File: config.mk
export PLATFORM = sky130hd
export DESIGN_NAME = invader_formation_ctrl
export DESIGN_NICKNAME = d
export VERILOG_FILES = /design/src/rtl/spaceinv_pkg.sv /design/src/rtl/formation_extent.sv /design/src/rtl/invader_formation_ctrl.sv
export SDC_FILE = /design/constraint.sdc
export NUM_CORES = 1
export LEC_CHECK = 0
export CAP_MARGIN = 20
export CORE_MARGIN = 8
export CORE_UTILIZATION = 45
export DETAILED_ROUTE_END_ITERATION = 10
export PLACE_DENSITY_LB_ADDON = 0.1
export RECOVER_POWER = 50
export SLEW_MARGIN = 20
export SYNTH_ARGS = -nofsm -noshare
export SYNTH_HDL_FRONTEND = slang
export SYNTH_SLANG_ARGS = --single-unit
export TNS_END_PERCENT = 20
File: constraint.sdc
create_clock -name i_clk -period 7.7 [get_ports i_clk]
set_input_delay 2.31 -clock i_clk [delete_from_list [all_inputs] [get_ports i_clk]]
set_output_delay 2.31 -clock i_clk [all_outputs]
set_load 0.02 [all_outputs]
File: src/rtl/spaceinv_pkg.sv
// Shared constants, state encoding and bus packing helper for the invader logic.
// Pure declarations: no latency, no flow control.
package spaceinv_pkg;

    localparam int H_ACTIVE   = 640;
    localparam int V_ACTIVE   = 480;
    localparam int NUM_INV    = 8;
    localparam int X_MIN_DEF  = 8;
    localparam int X_MAX_DEF  = H_ACTIVE - 16;
    localparam int Y_LAND_DEF = V_ACTIVE - 80;

    typedef enum logic [1:0] {
        ST_IDLE,
        ST_MARCH,
        ST_LANDED,
        ST_CLEARED
    } inv_state_t;

    // LSB of slot idx inside a packed 10-bit-per-slot bus
    function automatic int slot_lsb(input int idx);
        return 10 * idx;
    endfunction

endpackage

File: src/rtl/formation_extent.sv
// Combinational extent of the live formation: leftmost X, rightmost right edge, dead count.
// Zero latency; no flow control. Outputs are don't-care when no slot is alive.
module formation_extent #(
    parameter int NUM_INV   = 8,
    parameter int X_SPACING = 50,
    parameter int INV_W     = 32
) (
    input  logic [NUM_INV-1:0] i_alive,
    input  logic [9:0]         i_base_x,
    output logic [10:0]        o_leftmost_x,
    output logic [10:0]        o_rightmost_edge,
    output logic [3:0]         o_dead_count
);
    import spaceinv_pkg::*;

    int   w_lo;
    int   w_hi;
    int   w_dead;
    logic w_found;

    always_comb begin
        w_lo    = 0;
        w_hi    = 0;
        w_dead  = 0;
        w_found = 1'b0;
        for (int i = 0; i < NUM_INV; i++) begin
            if (i_alive[i]) begin
                if (!w_found) w_lo = i;
                w_found = 1'b1;
                w_hi    = i;
            end else begin
                w_dead = w_dead + 1;
            end
        end
    end

    assign o_leftmost_x     = 11'(int'(i_base_x) + w_lo * X_SPACING);
    assign o_rightmost_edge = 11'(int'(i_base_x) + w_hi * X_SPACING + INV_W);
    assign o_dead_count     = 4'(w_dead);

endmodule

File: src/rtl/invader_formation_ctrl.sv
// Invader formation controller: marches/drops the 8-slot block every N frames and applies kills.
// State updates one edge after frame_tick/hit/start; positions follow the base registers; no backpressure.
module invader_formation_ctrl #(
    parameter int NUM_INV         = spaceinv_pkg::NUM_INV,
    parameter int X_START         = 200,
    parameter int X_SPACING       = 50,
    parameter int Y_START         = 50,
    parameter int INV_W           = 32,
    parameter int STEP_X          = 4,
    parameter int STEP_Y          = 16,
    parameter int X_MIN           = spaceinv_pkg::X_MIN_DEF,
    parameter int X_MAX           = spaceinv_pkg::X_MAX_DEF,
    parameter int Y_LAND          = spaceinv_pkg::Y_LAND_DEF,
    parameter int FRAMES_PER_STEP = 30,
    parameter int SPEEDUP         = 3
) (
    input  logic                    i_clk,
    input  logic                    i_rst_n,
    input  logic                    i_frame_tick,
    input  logic                    i_start,
    input  logic                    i_hit_valid,
    input  logic [2:0]              i_hit_idx,
    output logic [10*NUM_INV-1:0]   o_pos_x,
    output logic [10*NUM_INV-1:0]   o_pos_y,
    output logic [NUM_INV-1:0]      o_alive,
    output logic                    o_step_pulse,
    output logic                    o_landed,
    output logic                    o_cleared
);
    import spaceinv_pkg::*;

    inv_state_t         r_state;
    logic               r_dir_left;
    logic [7:0]         r_frame_cnt;
    logic [9:0]         r_base_x;
    logic [9:0]         r_base_y;
    logic [NUM_INV-1:0] r_alive;
    logic               r_step_pulse;
    logic               r_landed;
    logic               r_cleared;

    logic [10:0]        w_leftmost_x;
    logic [10:0]        w_rightmost_edge;
    logic [3:0]         w_dead_count;
    int                 w_penalty;
    logic [7:0]         w_period;
    logic               w_step_due;
    logic               w_hit_kill;
    logic [NUM_INV-1:0] w_alive_hit;
    logic               w_at_edge;
    logic [9:0]         w_drop_y;
    logic               w_lands;

    formation_extent #(
        .NUM_INV   (NUM_INV),
        .X_SPACING (X_SPACING),
        .INV_W     (INV_W)
    ) u_extent (
        .i_alive          (r_alive),
        .i_base_x         (r_base_x),
        .o_leftmost_x     (w_leftmost_x),
        .o_rightmost_edge (w_rightmost_edge),
        .o_dead_count     (w_dead_count)
    );

    // Period and edge test both see the pre-hit mask, so a same-edge kill affects only the next step
    assign w_penalty  = SPEEDUP * int'(w_dead_count);
    assign w_period   = (FRAMES_PER_STEP - w_penalty < 2) ? 8'd2 : 8'(FRAMES_PER_STEP - w_penalty);
    // >= rather than == so a period shrinking below a running count cannot stall the march
    assign w_step_due = i_frame_tick && (r_frame_cnt >= w_period - 8'd1);
    assign w_hit_kill = i_hit_valid && r_alive[i_hit_idx];
    assign w_at_edge  = r_dir_left ? (w_leftmost_x < 11'(X_MIN + STEP_X))
                                   : (w_rightmost_edge + 11'(STEP_X) > 11'(X_MAX));
    assign w_drop_y   = r_base_y + 10'(STEP_Y);
    assign w_lands    = ({1'b0, w_drop_y} + 11'(INV_W)) >= 11'(Y_LAND);

    always_comb begin
        w_alive_hit = r_alive;
        if (w_hit_kill) w_alive_hit[i_hit_idx] = 1'b0;
    end

    always_ff @(posedge i_clk or negedge i_rst_n) begin
        if (!i_rst_n) begin
            r_state      <= ST_IDLE;
            r_dir_left   <= 1'b0;
            r_frame_cnt  <= '0;
            r_base_x     <= 10'(X_START);
            r_base_y     <= 10'(Y_START);
            r_alive      <= '1;
            r_step_pulse <= 1'b0;
            r_landed     <= 1'b0;
            r_cleared    <= 1'b0;
        end else begin
            r_step_pulse <= 1'b0;
            if (i_start) begin
                r_state     <= ST_MARCH;
                r_dir_left  <= 1'b0;
                r_frame_cnt <= '0;
                r_base_x    <= 10'(X_START);
                r_base_y    <= 10'(Y_START);
                r_alive     <= '1;
                r_landed    <= 1'b0;
                r_cleared   <= 1'b0;
            end else if (r_state == ST_MARCH) begin
                if (r_alive == '0) begin
                    r_state   <= ST_CLEARED;
                    r_cleared <= 1'b1;
                end else begin
                    r_alive <= w_alive_hit;
                    if (w_step_due) begin
                        r_frame_cnt  <= '0;
                        r_step_pulse <= 1'b1;
                        if (w_at_edge) begin
                            r_base_y   <= w_drop_y;
                            r_dir_left <= ~r_dir_left;
                            // a last kill on this edge defers to CLEARED next cycle
                            if (w_lands && (w_alive_hit != '0)) begin
                                r_state  <= ST_LANDED;
                                r_landed <= 1'b1;
                            end
                        end else if (r_dir_left) begin
                            r_base_x <= r_base_x - 10'(STEP_X);
                        end else begin
                            r_base_x <= r_base_x + 10'(STEP_X);
                        end
                    end else if (i_frame_tick) begin
                        r_frame_cnt <= r_frame_cnt + 8'd1;
                    end
                end
            end
        end
    end

    for (genvar i = 0; i < NUM_INV; i++) begin : g_slot
        assign o_pos_x[slot_lsb(i) +: 10] = r_base_x + 10'(i * X_SPACING);
        assign o_pos_y[slot_lsb(i) +: 10] = r_base_y;
    end

    assign o_alive      = r_alive;
    assign o_step_pulse = r_step_pulse;
    assign o_landed     = r_landed;
    assign o_cleared    = r_cleared;

endmodule
Yosys cells after proc, flatten, opt, wreduce, memory -nomap -nowiden

Cells that the tools add are included.

Register bits: 42
Latch bits: 0
Bits in writable memories: 0
ROM bits: 0
Word-level logic and storage cells: 158
Memories kept: 0

Add/sub/neg operators: 25
Multiply operators: 3
Div/mod/pow operators: 0
Order comparisons: 7
Equality and inequality tests: 3
Shifts and indexed selects: 0
Multiplexer cells: 86
Bitwise operators: 3
Reduce and logical (&&, ||, !) cells: 22

Operators by type and width:

| cell                                                                | count |
|---|---|
| two-way mux 32 bit                                                  | 13 |
| two-way mux 10 bit                                                  | 11 |
| two-way mux 8 bit                                                   | 10 |
| < comparator 32 x 3 -> 1 bit (second input constant)                | 1 |
| multiplier 32 x 6 -> 10 bit (second input constant)                 | 1 |
| two-way mux 1 bit                                                   | 31 |
| adder 10 x 8 -> 10 bit (second input constant)                      | 3 |
| two-way mux 4 bit                                                   | 6 |
| adder 11 bit                                                        | 2 |
| adder 10 x 9 -> 10 bit (second input constant)                      | 2 |
| adder 4 x 2 -> 4 bit (second input constant)                        | 5 |
| two-way mux 2 bit                                                   | 9 |
| two-way mux 3 bit                                                   | 4 |
| AND reduction 4 bit                                                 | 3 |
| nonzero test 3 bit                                                  | 4 |
| adder 10 x 6 -> 11 bit (second input constant)                      | 1 |
| adder 11 x 3 -> 11 bit (second input constant)                      | 1 |
| adder 11 x 7 -> 11 bit (second input constant)                      | 1 |
| greater-or-equal comparator 11 x 9 -> 1 bit (second input constant) | 1 |
| > comparator 11 x 10 -> 1 bit (second input constant)               | 1 |
| < comparator 11 x 4 -> 1 bit (second input constant)                | 1 |
| adder 10 x 3 -> 10 bit (second input constant)                      | 1 |
| adder 10 x 5 -> 10 bit (second input constant)                      | 1 |
| adder 10 x 6 -> 10 bit (second input constant)                      | 1 |
| 26 further kinds                                                    | 35 |

Logic depth before layout (Yosys ltp)

Gate-level depths: netlist of run 1.

Depth in word-level cells: 26
Depth in mapped cells: 39
Gate-level depth less buffers: 37

Modules after synthesis

A second synthesis of run 1 with hierarchy kept.

Cell total of the unflattened synthesis: 737
Area, all modules: 6089.6 sq um

Modules (own cells, without submodules):

| module                 | instances | cells an instance | area an instance (sq um) |
|---|---|---|---|
| invader_formation_ctrl | 1         | 550               | 4550.6 |
| formation_extent       | 1         | 187               | 1539.0 |

Least setup slack after synthesis of run 1

Ideal clock, no wire load.

Kind: reg2reg
From: register r_alive[1] (netlist: o_alive[1])
To: register r_base_y[8]
Setup time: 0.125 ns
Arrival time: 7.986 ns
Setup slack: -0.410 ns
Stages on the path, launching flop included: 40
Cells stage by stage: dfstp_2 inv_1 ha_1 buf_1 xnor2_2 ha_1 xnor2_1 nor3_1 nor2_1 ha_1 xnor2_1 a32oi_1 nand2_1 ha_1 nand2_1 xnor2_1 xor2_1 inv_1 (+4 left out) nor2_1 o2111ai_1 buf_2 nor2_1 a22o_1 nor2_1 ha_1 nand2_1 and3_1 a31oi_1 o211ai_1 ha_1 o21ai_0 o21ai_0 nand3_1 clkbuf_1 a211oi_1 mux2_2

Cells in the longest elaborated chain, start to end: 22
Elaborated cells on any way between the ends: 60

RTL lines:

| element                                | RTL line                      | RTL |
|---|---|---|
| start, declared                        | invader_formation_ctrl.sv:37  | `logic [NUM_INV-1:0] r_alive;` |
| start signal, assigned                 | invader_formation_ctrl.sv:109 | `r_alive <= w_alive_hit;` |
| two-way mux 2 bit                      | formation_extent.sv:27        | `if (i_alive[i]) begin` |
| adder 2 x 1 -> 3 bit                   | formation_extent.sv:32        | `w_dead = w_dead + 1;` |
| two-way mux 4 bit                      | formation_extent.sv:27        |  |
| adder 4 x 2 -> 4 bit                   | formation_extent.sv:32        |  |
| two-way mux 4 bit                      | formation_extent.sv:27        |  |
| adder 4 x 2 -> 4 bit                   | formation_extent.sv:32        |  |
| two-way mux 4 bit                      | formation_extent.sv:27        |  |
| adder 4 x 2 -> 4 bit                   | formation_extent.sv:32        |  |
| (+6 left out)                          | n/a                           |  |
| subtractor 5 x 6 -> 7 bit              | invader_formation_ctrl.sv:68  | `assign w_period = (FRAMES_PER_STEP - w_penalty < 2) ? 8'd2 : 8'(FRAMES_PER_STEP - w_penalty);` |
| < comparator 32 x 3 -> 1 bit           | invader_formation_ctrl.sv:68  |  |
| two-way mux 8 bit                      | invader_formation_ctrl.sv:68  |  |
| subtractor 8 x 1 -> 8 bit              | invader_formation_ctrl.sv:70  | `assign w_step_due = i_frame_tick && (r_frame_cnt >= w_period - 8'd1);` |
| greater-or-equal comparator 8 bit      | invader_formation_ctrl.sv:70  |  |
| logical AND 1 bit                      | invader_formation_ctrl.sv:70  |  |
| nonzero test 2 bit (no source line)    | n/a                           |  |
| AND reduction 4 bit (no source line) * | n/a                           |  |
| end signal, assigned                   | invader_formation_ctrl.sv:88  | `r_base_y <= 10'(Y_START);` |
| end signal, assigned                   | invader_formation_ctrl.sv:100 | `r_base_y <= 10'(Y_START);` |
| end signal, assigned                   | invader_formation_ctrl.sv:114 | `r_base_y <= w_drop_y;` |
| end, declared                          | invader_formation_ctrl.sv:36  | `logic [9:0] r_base_y;` |

Every way passes the cells marked *; elsewhere a longest branch is shown, timed or not.
A chain may end at the register's enable or synchronous reset.

Worst setup path in the final report of run 1

From: register r_alive[0] (netlist: o_alive[0])
To: register r_base_x[8]

Cells in the longest elaborated chain, start to end: 24
Elaborated cells on any way between the ends: 52

RTL lines:

| element                                | RTL line                      | RTL |
|---|---|---|
| two-way mux 1 bit                      | formation_extent.sv:27        |  |
| adder 1 x 1 -> 2 bit                   | formation_extent.sv:32        |  |
| two-way mux 2 bit                      | formation_extent.sv:27        |  |
| adder 2 x 1 -> 3 bit                   | formation_extent.sv:32        |  |
| two-way mux 4 bit                      | formation_extent.sv:27        |  |
| adder 4 x 2 -> 4 bit                   | formation_extent.sv:32        |  |
| two-way mux 4 bit                      | formation_extent.sv:27        |  |
| adder 4 x 2 -> 4 bit                   | formation_extent.sv:32        |  |
| (+8 left out)                          | n/a                           |  |
| subtractor 5 x 6 -> 7 bit              | invader_formation_ctrl.sv:68  |  |
| < comparator 32 x 3 -> 1 bit           | invader_formation_ctrl.sv:68  |  |
| two-way mux 8 bit                      | invader_formation_ctrl.sv:68  |  |
| subtractor 8 x 1 -> 8 bit              | invader_formation_ctrl.sv:70  |  |
| greater-or-equal comparator 8 bit      | invader_formation_ctrl.sv:70  |  |
| logical AND 1 bit                      | invader_formation_ctrl.sv:70  |  |
| nonzero test 2 bit (no source line)    | n/a                           |  |
| AND reduction 4 bit (no source line) * | n/a                           |  |
| end signal, assigned                   | invader_formation_ctrl.sv:87  | `r_base_x <= 10'(X_START);` |
| end signal, assigned                   | invader_formation_ctrl.sv:99  | `r_base_x <= 10'(X_START);` |
| end signal, assigned                   | invader_formation_ctrl.sv:122 | `r_base_x <= r_base_x - 10'(STEP_X);` |
| end, declared                          | invader_formation_ctrl.sv:35  | `logic [9:0] r_base_x;` |

Marked as above.

==> run_results.csv, run 1 <==
group,metric,value,unit
timing,hold_viol_final,0,
clock_network,clock_path_buffers,2,
grt,grt_pass1_wl,26.9,mm
grt,grt_max_degree,38,
cells_and_area,num_antenna_cells,0,
yosys,synth_area,6090,µm²
timing,worst_hold_slack,0.531,ns
clock_network,cts_buffers,5,
yosys,synth_ff_type,"dfrtp_1",
die,fp.dieH,132,µm
power,p_total,679,µW
cells_and_area,nets,942,
cells_and_area,drive_above_1_share,0.115,
yosys,yosys_warnings,0,
die,start_util,0.460,
die,ioPinCount,179,
routing,drt_first_pass_iters,5,
routing,drc,0,
yosys,yosysTopAreaCell,"ha_1",
timing,tightest_slew,2.09,ns
power,power_density,89.8,nW/µm²
grt,overflow,0,
setup_path,worstSetupPathType,"reg -> reg",
yosys,synth_edf_count,0,
die,die_w,132,µm
die,core_area,13200,µm²
clock_network,clkLatencyLatePin,0.28,ns
clock_network,cts_tree,"built",
outcome,status,"complete, but fails checks",
grt,antenna_found_initial,0,
yosys,synthArstFlopShare,1.00,
yosys,postSynthAreaPerCell,7.94,µm²
timing,setup_violations,0,
hold_path,min_path_type,"reg -> reg",
setup_path,start_kind,"register",
routing,drt-initial-drc-count,293,
clock_network,path_clk_slew,0.06,ns
routing,vias,5509,
grt,grt_usage,0.179,
timing,skew,0.00367,ns
routing,viasPerCell,5.36,
clock_network,cts_root_buffer,"clkbuf_16",
place,port_buffers,138,
die,dieArea,17500,µm²
run,drv_cap,1,
cells_and_area,post-route-util,0.571,
timing,min_period,7.39,ns
routing,drt-total-wl,16.5,mm
timing,period_share,0.959,
setup_path,cp.required,7.90,ns
die,num_rows,42,
setup_path,end_kind,"register",
outcome,violations,"capacitance limit, slew limit",
power,vdd_drop_max,0.111,mV
setup_path,cp.arrival,7.59,ns
setup_path,slowest_delay,0.56,ns
timing,relSlewSlack,-0.395,
yosys,synthCells,767,
routing,route.antenna.remaining_nets,0,
routing,routedWlPerCell,16.1,µm
clock_network,cts_hold_buffers,0,
timing,fmax,135,MHz
place,hpwl,12.5,mm
cells_and_area,syn_to_final_growth,24.2,%
yosys,ys_types,70,
yosys,ys_seq_elements,37,
setup_path,cp_slowest_cell,"or4_4",
setup_path,crit_fanout,11,
place,gp_congestion,0.854,
yosys,yosys-top-cells-area,"ha_1 (16%), buf_4 (12%), dfrtp_1 (9.4%), xnor2_1 (6.8%), dfstp_2 (6.0%)",
clock_network,clock-sinks,37,
setup_path,rrSetupSlack,0.31,ns
grt,grt_pass1_vias,5321,
yosys,seq_area_frac_synth,0.155,
clock_network,cts.htree.levels,2,
yosys,netlist.area_leader.share,0.162,
timing,maxSlewViolCount,38,
power,p_leak,3.29,nW
-- placed cells by master (no fill, tap or decap), types with 23 or more instances in the layout --
cell and count:
clkdlybuf4s50_1 75, ha_1 74, dlygate4sd3_1 62, nor2_1 53
nand2_1 51, xnor2_1 44, conb_1 43, a21oi_1 40
inv_1 38, o21ai_0 27, buf_4 26, nand3_1 23
dfrtp_1 23
-- stage by stage --
step / std cells / worst slack, ns / setup TNS [ns] / cell area, µm²
finish: 1028 / 0.313 / 0 / 7560
global route: 1028 / -0.0390 / -0.145 / 7560
CTS: 1017 / 0.0127 / 0 / 7310
detailed placement: 1009 / -0.139 / -0.876 / 7120
global placement: 1009 / 0.143 / 0 / 7120
floorplan: 808 / 0.0196 / 0 / 6270
-- worst max-delay path, delay by kind of cell, from the launching register on --
kind | cells | cell delay (ns)
AOI/OAI and AO/OA | 9 | 1.73
DFF | 1 | 0.53
and+or+nand+nor | 11 | 2.06
xor gates and xnor gates | 4 | 1.20
buffers and inverters | 3 | 0.39
adders and majority gates | 5 | 1.40
-- metal layers --
metal	track usage	share of wire	up-vias
met4	0.0233	0.0042	0
met2	0.309	0.48	190
li1	-	-	2714
met3	0.0434	0.069	8
met5	0	0	-
met1	0.224	0.45	2597
-- registers in the layout, indices dropped and copies added (netlist names) --
signal        count
r_dir_left        1
r_base_x          8
o_cleared         1
r_state           2
o_landed          1
r_base_y          7
o_step_pulse      1
r_frame_cnt       8
o_alive           8
-- final cells by class --
class	count	area, µm²
fill	1191	5680
clock inverter	3	46.3
tap	176	220
inverter	43	161
multi-input combinational	598	4470
timing repair buffer	166	1590
clock buffer	5	125
sequential	37	943
-- Yosys cell counts, types with 3 or more instances --
cell type / number
buf_4: 99
dfstp_2: 14
xor2_1: 18
a211oi_1: 9
buf_2: 3
a21oi_1: 40
mux2_2: 7
buf_1: 3
nor4_1: 11
xnor2_1: 47
dfrtp_1: 23
nor3_1: 21
a211o_1: 4
nand3_1: 25
mux2i_1: 8
o21ai_0: 29
or3_1: 5
fa_1: 4
a22o_1: 3
nor3b_1: 6
o21bai_1: 4
nand2b_1: 8
o21a_1: 8
o2111ai_1: 3
o31a_1: 3
nor2b_1: 14
or2_2: 4
nand2_1: 52
ha_1: 79
and2_1: 4
clkbuf_1: 26
o31ai_1: 13
and3_1: 6
a21o_1: 11
nor2_1: 54
or4_1: 5
a31oi_1: 12
inv_1: 39
clkinv_1: 3
-- kinds of logic (layout without fill, tap and decap cells) --
| family | Yosys count | count (layout) | synth area share |
|---|---|---|---|
| AND/OR/NAND/NOR | 226 | 228 | 0.185 |
| AO/OA/AOI/OAI | 160 | 160 | 0.178 |
| adder cells (fa/ha/maj) | 83 | 83 | 0.175 |
| other | 2 | 43 | 0.00123 |
| XOR/XNOR | 69 | 69 | 0.108 |
| multiplexers | 15 | 15 | 0.0261 |
| buffers and inverters | 175 | 217 | 0.171 |
| flip-flops | 37 | 37 | 0.155 |
-- repair_timing --
item	4_1_cts	5_1_grt
pin swaps	0	6
cloned	0	2
buffers inserted	0	9
resized for setup	2	29
setup endpoints to repair	14	27
endpoints found under the hold margin	0	0
-- path summary, 6_finish.rpt --
path / start / endpoint / cells past startpoint
worst max-delay path: o_alive[0]$_DFFE_PN1P_ / r_base_x[8]$_DFFE_PN0P_ / 32
worst min-delay path: o_cleared$_DFFE_PN0P_ / o_cleared$_DFFE_PN0P_ / 2
worst max register to register: o_alive[0]$_DFFE_PN1P_ / r_base_x[8]$_DFFE_PN0P_ / 32
worst min register to register: o_cleared$_DFFE_PN0P_ / o_cleared$_DFFE_PN0P_ / 2
max in group asynchronous: i_rst_n / r_base_y[7]$_DFFE_PN0P_ / 1
min in group asynchronous: i_rst_n / r_frame_cnt[6]$_DFFE_PN0P_ / 1
-- report_power, final --
group | switching, mW | internal [mW] | total, mW
Clock | 0.0880 | 0.153 | 0.241
Combinational | 0.139 | 0.0941 | 0.233
Sequential | 0.00636 | 0.198 | 0.205
No activity file was read; power rests on OpenSTA's default activity.
==> run 2, diff against run 1 <==
--- a/config.mk
+++ b/config.mk
@@ -7,7 +7,7 @@
 export LEC_CHECK = 0
 export CAP_MARGIN = 20
 export CORE_MARGIN = 8
-export CORE_UTILIZATION = 45
+export CORE_UTILIZATION = 50
 export DETAILED_ROUTE_END_ITERATION = 10
 export PLACE_DENSITY_LB_ADDON = 0.1
 export RECOVER_POWER = 50
==> constraint.sdc (replaced) <==
create_clock -name i_clk -period 7.4 [get_ports i_clk]
set_input_delay 1.48 -clock i_clk [delete_from_list [all_inputs] [get_ports i_clk]]
set_output_delay 1.48 -clock i_clk [all_outputs]
set_load 0.02 [all_outputs]
==> run 2 against run 1 <==
The run still ends with capacitance limit, slew limit left. Register-to-register slack worse by 0.14 ns. Utilization increased by 7.9 points. Via count is 1.1% higher. Fmax is 2.2% higher. Routed wire length grew 0.53%. Non-clock buffer count is 11 higher. First-iteration DRC count down 29%. Clock power fell by 13%. Sequential power is 4% higher. Largest power group is now combinational logic.
==> run_results.csv, run 2 (synthesized netlist as in run 1, its figures left out) <==
group,metric,value,unit
outcome,status,"complete, but fails checks",
outcome,violations,"capacitance limit, slew limit",
grt,grt_max_degree,38,
routing,drc,0,
clock_network,cts_buffers,5,
setup_path,slowest_delay,0.56,ns
timing,tightest_slew,2.01,ns
setup_path,crit_fanout,7,
setup_path,end_kind,"register",
die,fp.dieH,126,µm
power,internal_power,449,µW
setup_path,rrSetupSlack,0.17,ns
power,netSwitchingFraction,0.360,
clock_network,clkLatencyLatePin,0.28,ns
place,port_buffers,138,
power,clockPowerShare,0.298,
setup_path,start_kind,"register",
clock_network,cts.htree.levels,2,
cells_and_area,post-route-util,0.651,
cells_and_area,syn_to_final_growth,27.8,%
cells_and_area,nets,952,
clock_network,clock_path_buffers,2,
cells_and_area,seq_area,943,µm²
timing,min_period,7.23,ns
setup_path,cp.arrival,7.39,ns
clock_network,path_clk_slew,0.06,ns
run,drv_cap,1,
power,pwr-share-comb,0.398,
timing,fmax,138,MHz
hold_path,min_path_type,"reg -> reg",
routing,route.antenna.remaining_nets,0,
power,vdd_drop_max,0.0835,mV
cells_and_area,multi_input_area,4660,µm²
cells_and_area,n_fill_cell,998,
timing,skew,0.00268,ns
cells_and_area,fin_cells,1009,
power,p_leak,3.38,nW
die,num_rows,40,
clock_network,cts_tree,"built",
timing,period_share,0.977,
setup_path,cp.required,7.57,ns
die,core_area,12000,µm²
setup_path,critPathMostFrequentCell,"ha_4",
timing,relSlewSlack,-0.343,
die,start_util,0.509,
timing,maxSlewViolCount,38,
clock_network,cts_hold_buffers,0,
cells_and_area,layout_commonest_cell,"clkdlybuf4s50_1",
clock_network,cts_root_buffer,"clkbuf_16",
routing,drt-initial-drc-count,208,
power,seqPwrFrac,0.304,
cells_and_area,num_antenna_cells,0,
cells_and_area,drive_above_1_share,0.153,
die,die_w,126,µm
clock_network,clock-sinks,37,
grt,grt_pass1_wl,26.5,mm
cells_and_area,layout_common_cells,"clkdlybuf4s50_1 (77), ha_1 (72), dlygate4sd3_1 (61)",
die,ioPinCount,179,
grt,grt_usage,0.193,
setup_path,cp_slowest_cell,"dfstp_2",
grt,overflow,0,
timing,setup_violations,0,
routing,vias,5569,
timing,hold_viol_final,0,
grt,antenna_found_initial,0,
die,dieArea,16000,µm²
routing,routedWlPerCell,16.4,µm
place,gp_congestion,0.877,
grt,grt_pass1_vias,5317,
setup_path,worstSetupPathType,"reg -> reg",
power,p_sw,253,µW
power,p_total,702,µW
routing,drt-total-wl,16.6,mm
place,dp_cells,981,
power,power_density,90.2,nW/µm²
routing,viasPerCell,5.52,
routing,drt_first_pass_iters,4,
place,hpwl,12.4,mm
[run 2: cell count changes in the layout (fill, tap and decap cells not counted), sizes merged]
| cell | change |
|---|---|
| buf | +10 |
| bufinv | -1 |
| clkinv | +1 |
| clkdlybuf4s50 | +2 |
| dlygate4sd3 | -1 |
| nand3 | -1 |
[run 2: worst max-delay path, delay by kind of cell (launching register included)]
kind / cells / cell delay (ns)
mux: 1 / 0.32
xor+xnor: 5 / 0.83
buf+inv: 3 / 0.36
simple gates: 12 / 1.39
flops: 1 / 0.56
fa+ha+maj: 8 / 2.05
compound gates: 8 / 1.59
[run 2: repair_timing]
action,in CTS,in global routing
setup buffers,3,16
pin swaps,4,37
gates cloned,1,0
setup endpoints to repair,14,27
gates resized for setup,4,47
[run 2: area by class of cell]
class	instances	area share
tap	147	0.0236
inverter	43	0.0207
timing repair buffer	177	0.217
clock buffer	5	0.0161
clock inverter	3	0.00225
sequential	37	0.121
multi-input combinational	597	0.599
[run 2: metal layers]
layer  GRT usage  wire (µm)  vias to the layer above
met2       0.341       8270                      150
li1            -          -                     2741
met1       0.235       7090                     2664
met5           0          0                        -
met3      0.0398       1020                       14
met4      0.0460        214                        0
[run 2: worst paths after layout]
kind | start | endpoint | depth (start not counted)
worst min-delay path | o_cleared$_DFFE_PN0P_ | o_cleared$_DFFE_PN0P_ | 2
min in group asynchronous | i_rst_n | r_frame_cnt[6]$_DFFE_PN0P_ | 2
worst max-delay path | o_alive[1]$_DFFE_PN1P_ | r_base_y[8]$_DFFE_PN0P_ | 37
max in group asynchronous | i_rst_n | r_state[1]$_DFFE_PN0P_ | 2
worst min register to register | o_cleared$_DFFE_PN0P_ | o_cleared$_DFFE_PN0P_ | 2
worst max register to register | o_alive[1]$_DFFE_PN1P_ | r_base_y[8]$_DFFE_PN0P_ | 37
[run 2: power groups by stage]
stage	combinational, mW	clock, mW	sequential (mW)
global placement	0.218	0	0.216
detailed placement	0.224	0	0.216
CTS	0.229	0.211	0.213
floorplan	0.189	0	0.214
global route	0.306	0.221	0.214
finish	0.279	0.210	0.213
[run 2: stage by stage]
step / setup WS, ns / instance area, µm² / hold WS, ns / TNS [ns]
floorplan: 0.0000817 / 6380 / 0.531 / 0
global placement: 0.0975 / 7190 / 0.518 / 0
detailed placement: -0.244 / 7190 / 0.540 / -2.35
CTS: 0.00506 / 7390 / 0.553 / 0
global route: -0.161 / 7780 / 0.576 / -2.07
finish: 0.174 / 7780 / 0.545 / 0
==> run 3, diff against run 2 <==
--- a/config.mk
+++ b/config.mk
@@ -9,6 +9,7 @@
 export CORE_MARGIN = 8
 export CORE_UTILIZATION = 50
 export DETAILED_ROUTE_END_ITERATION = 10
+export MAX_ROUTING_LAYER = met4
 export PLACE_DENSITY_LB_ADDON = 0.1
 export RECOVER_POWER = 50
 export SLEW_MARGIN = 20
==> run 3 against run 2 <==
The flow still finishes with violations (capacitance limit, slew limit). Sequential share of layout area rose by 0.14 points. Clock skew rose by 0.0055 ns. Global-route usage rose by 0.39 points. Fmax rose by 0.59%. Critical path depth did not move. Power rose by 0.88%. Routed wire length fell by 1.1%. Sequential power barely moved. Register-to-register slack improved by 0.04 ns. Worst hold slack got worse by 0.0068 ns. Clock power rose by 9.5%.
==> run_results.csv, run 3 (synthesized netlist as in run 1, its figures left out) <==
group,metric,value,unit
place,dp_slack,-0.200,ns
timing,tightest_slew,2.09,ns
die,fp.dieH,126,µm
setup_path,worstSetupPathType,"reg -> reg",
cells_and_area,n_fill_cell,1024,
hold_path,min_path_type,"reg -> reg",
clock_network,path_clk_slew,0.06,ns
die,start_util,0.509,
outcome,violations,"capacitance limit, slew limit",
grt,overflow,0,
setup_path,cp.arrival,7.35,ns
setup_path,r2r_end,"r_base_x[9]$_DFFE_PN0P_",
clock_network,cts_root_buffer,"clkbuf_16",
run,drv_cap,1,
grt,grt_usage,0.197,
routing,routedWlPerCell,16.3,µm
hold_path,min_path_cells,1,
place,port_buffers,138,
timing,relSlewSlack,-0.392,
routing,viasPerCell,5.52,
clock_network,clock-sinks,37,
grt,antenna_found_initial,0,
setup_path,worstRegToRegCells,37,
die,ioPinCount,179,
clock_network,cts_buffers,5,
die,die_w,126,µm
setup_path,cp.required,7.57,ns
cells_and_area,seq_area,943,µm²
routing,drt_first_pass_iters,4,
timing,min_period,7.18,ns
timing,period_share,0.971,
setup_path,timing.critical_path.buf_inv,5,
routing,vias,5545,
timing,maxSlewViolCount,38,
place,hpwl,12.5,mm
setup_path,critPathMostFrequentCell,"ha_4",
cells_and_area,multi_input_area,4590,µm²
timing,fmax,139,MHz
hold_path,hp-start,"o_landed$_DFFE_PN0P_",
die,core_area,12000,µm²
clock_network,clkLatencyLatePin,0.28,ns
setup_path,crit_family,"adder cells",
grt,grt_pass1_wl,26.0,mm
setup_path,end_kind,"register",
routing,route.antenna.remaining_nets,0,
power,p_leak,3.35,nW
cells_and_area,num_antenna_cells,0,
cells_and_area,drive_above_1_share,0.148,
outcome,status,"complete, but fails checks",
routing,drc,0,
cells_and_area,layout_common_cells,"clkdlybuf4s50_1 (125), ha_1 (71), nor2_1 (52)",
setup_path,slowest_delay,0.59,ns
clock_network,cts_tree,"built",
die,num_rows,40,
grt,grt_max_degree,38,
routing,drt-total-wl,16.4,mm
timing,setup_violations,0,
clock_network,cts.htree.levels,2,
timing,hold_viol_final,0,
cells_and_area,nets,948,
die,dieArea,16000,µm²
setup_path,rrSetupSlack,0.22,ns
cells_and_area,layout_commonest_cell,"clkdlybuf4s50_1",
routing,drt-initial-drc-count,242,
clock_network,clock_path_buffers,2,
setup_path,cp_slowest_cell,"dfstp_2",
power,p_total,708,µW
setup_path,r2r-start,"o_alive[0]$_DFFE_PN1P_",
clock_network,cts_hold_buffers,0,
power,vdd_drop_max,0.0831,mV
setup_path,start_kind,"register",
timing,skew,0.00815,ns
grt,grt_pass1_vias,5321,
setup_path,crit_fanout,8,
cells_and_area,syn_to_final_growth,26.3,%
timing,fin_ws,0.216,ns
timing,worst_hold_slack,0.539,ns
place,gp_congestion,0.887,
power,power_density,92.1,nW/µm²
hold_path,worstHoldEndpoint,"o_landed$_DFFE_PN0P_",
-- run 3: cell types whose count changed in the layout (fill, tap and decap cells not counted), sizes merged --
cell           change
buf                -4
clkdlybuf4s50     +48
clkinvlp           -1
clkinv             -2
dlygate4sd3       -48
clkbuf             +2
inv                +1
-- run 3: how the worst max path moves through the flow --
stage                                       from                 endpoint  cells after the start
after global routing      o_alive[0]$_DFFE_PN1P_  r_base_x[9]$_DFFE_PN0P_                     37
after CTS                 o_alive[0]$_DFFE_PN1P_  r_base_y[7]$_DFFE_PN0P_                     37
after floorplan           o_alive[0]$_DFFE_PN1P_  r_base_y[8]$_DFFE_PN0P_                     39
final                     o_alive[0]$_DFFE_PN1P_  r_base_x[9]$_DFFE_PN0P_                     37
after global placement    o_alive[0]$_DFFE_PN1P_  r_base_x[7]$_DFFE_PN1P_                     37
after detailed placement  o_alive[0]$_DFFE_PN1P_  r_base_x[3]$_DFFE_PN1P_                     37
-- run 3: through the flow --
| stage | util | cells | TNS (ns) | instance area, µm² |
|---|---|---|---|---|
| after CTS | 0.619 | 992 | 0 | 7400 |
| after global routing | 0.643 | 1005 | -2.47 | 7690 |
| after detailed placement | 0.601 | 981 | -1.64 | 7190 |
| after floorplan | - | 808 | 0 | 6380 |
| after global placement | 0.601 | 981 | 0 | 7190 |
| final | 0.643 | 1005 | 0 | 7690 |
-- run 3: layout make-up --
cell class              count  area share
inverters                  43      0.0213
well taps                 147      0.0239
repair buffers            173       0.214
clock inverters             1     0.00114
flip-flops and latches     37       0.123
clock buffers               7      0.0198
multi-input cells         597       0.597
-- run 3: what timing repair did --
item / in CTS / in global routing
buffers inserted: 2 / 12
cloned: 1 / 1
resized for setup: 4 / 39
hold endpoints to repair: 0 / 0
setup endpoints to repair: 14 / 27
pin swaps: 3 / 24
-- run 3: report_power, final --
part	total, mW	internal [mW]	switching [mW]
logic	0.265	0.114	0.151
clock network	0.230	0.144	0.0853
registers	0.213	0.206	0.00695
-- run 3: metal layers --
layer | track usage | wire, µm
met5 | - | 0
met4 | 0.0488 | 286
met2 | 0.351 | 8160
met3 | 0.0406 | 1040
met1 | 0.221 | 6920
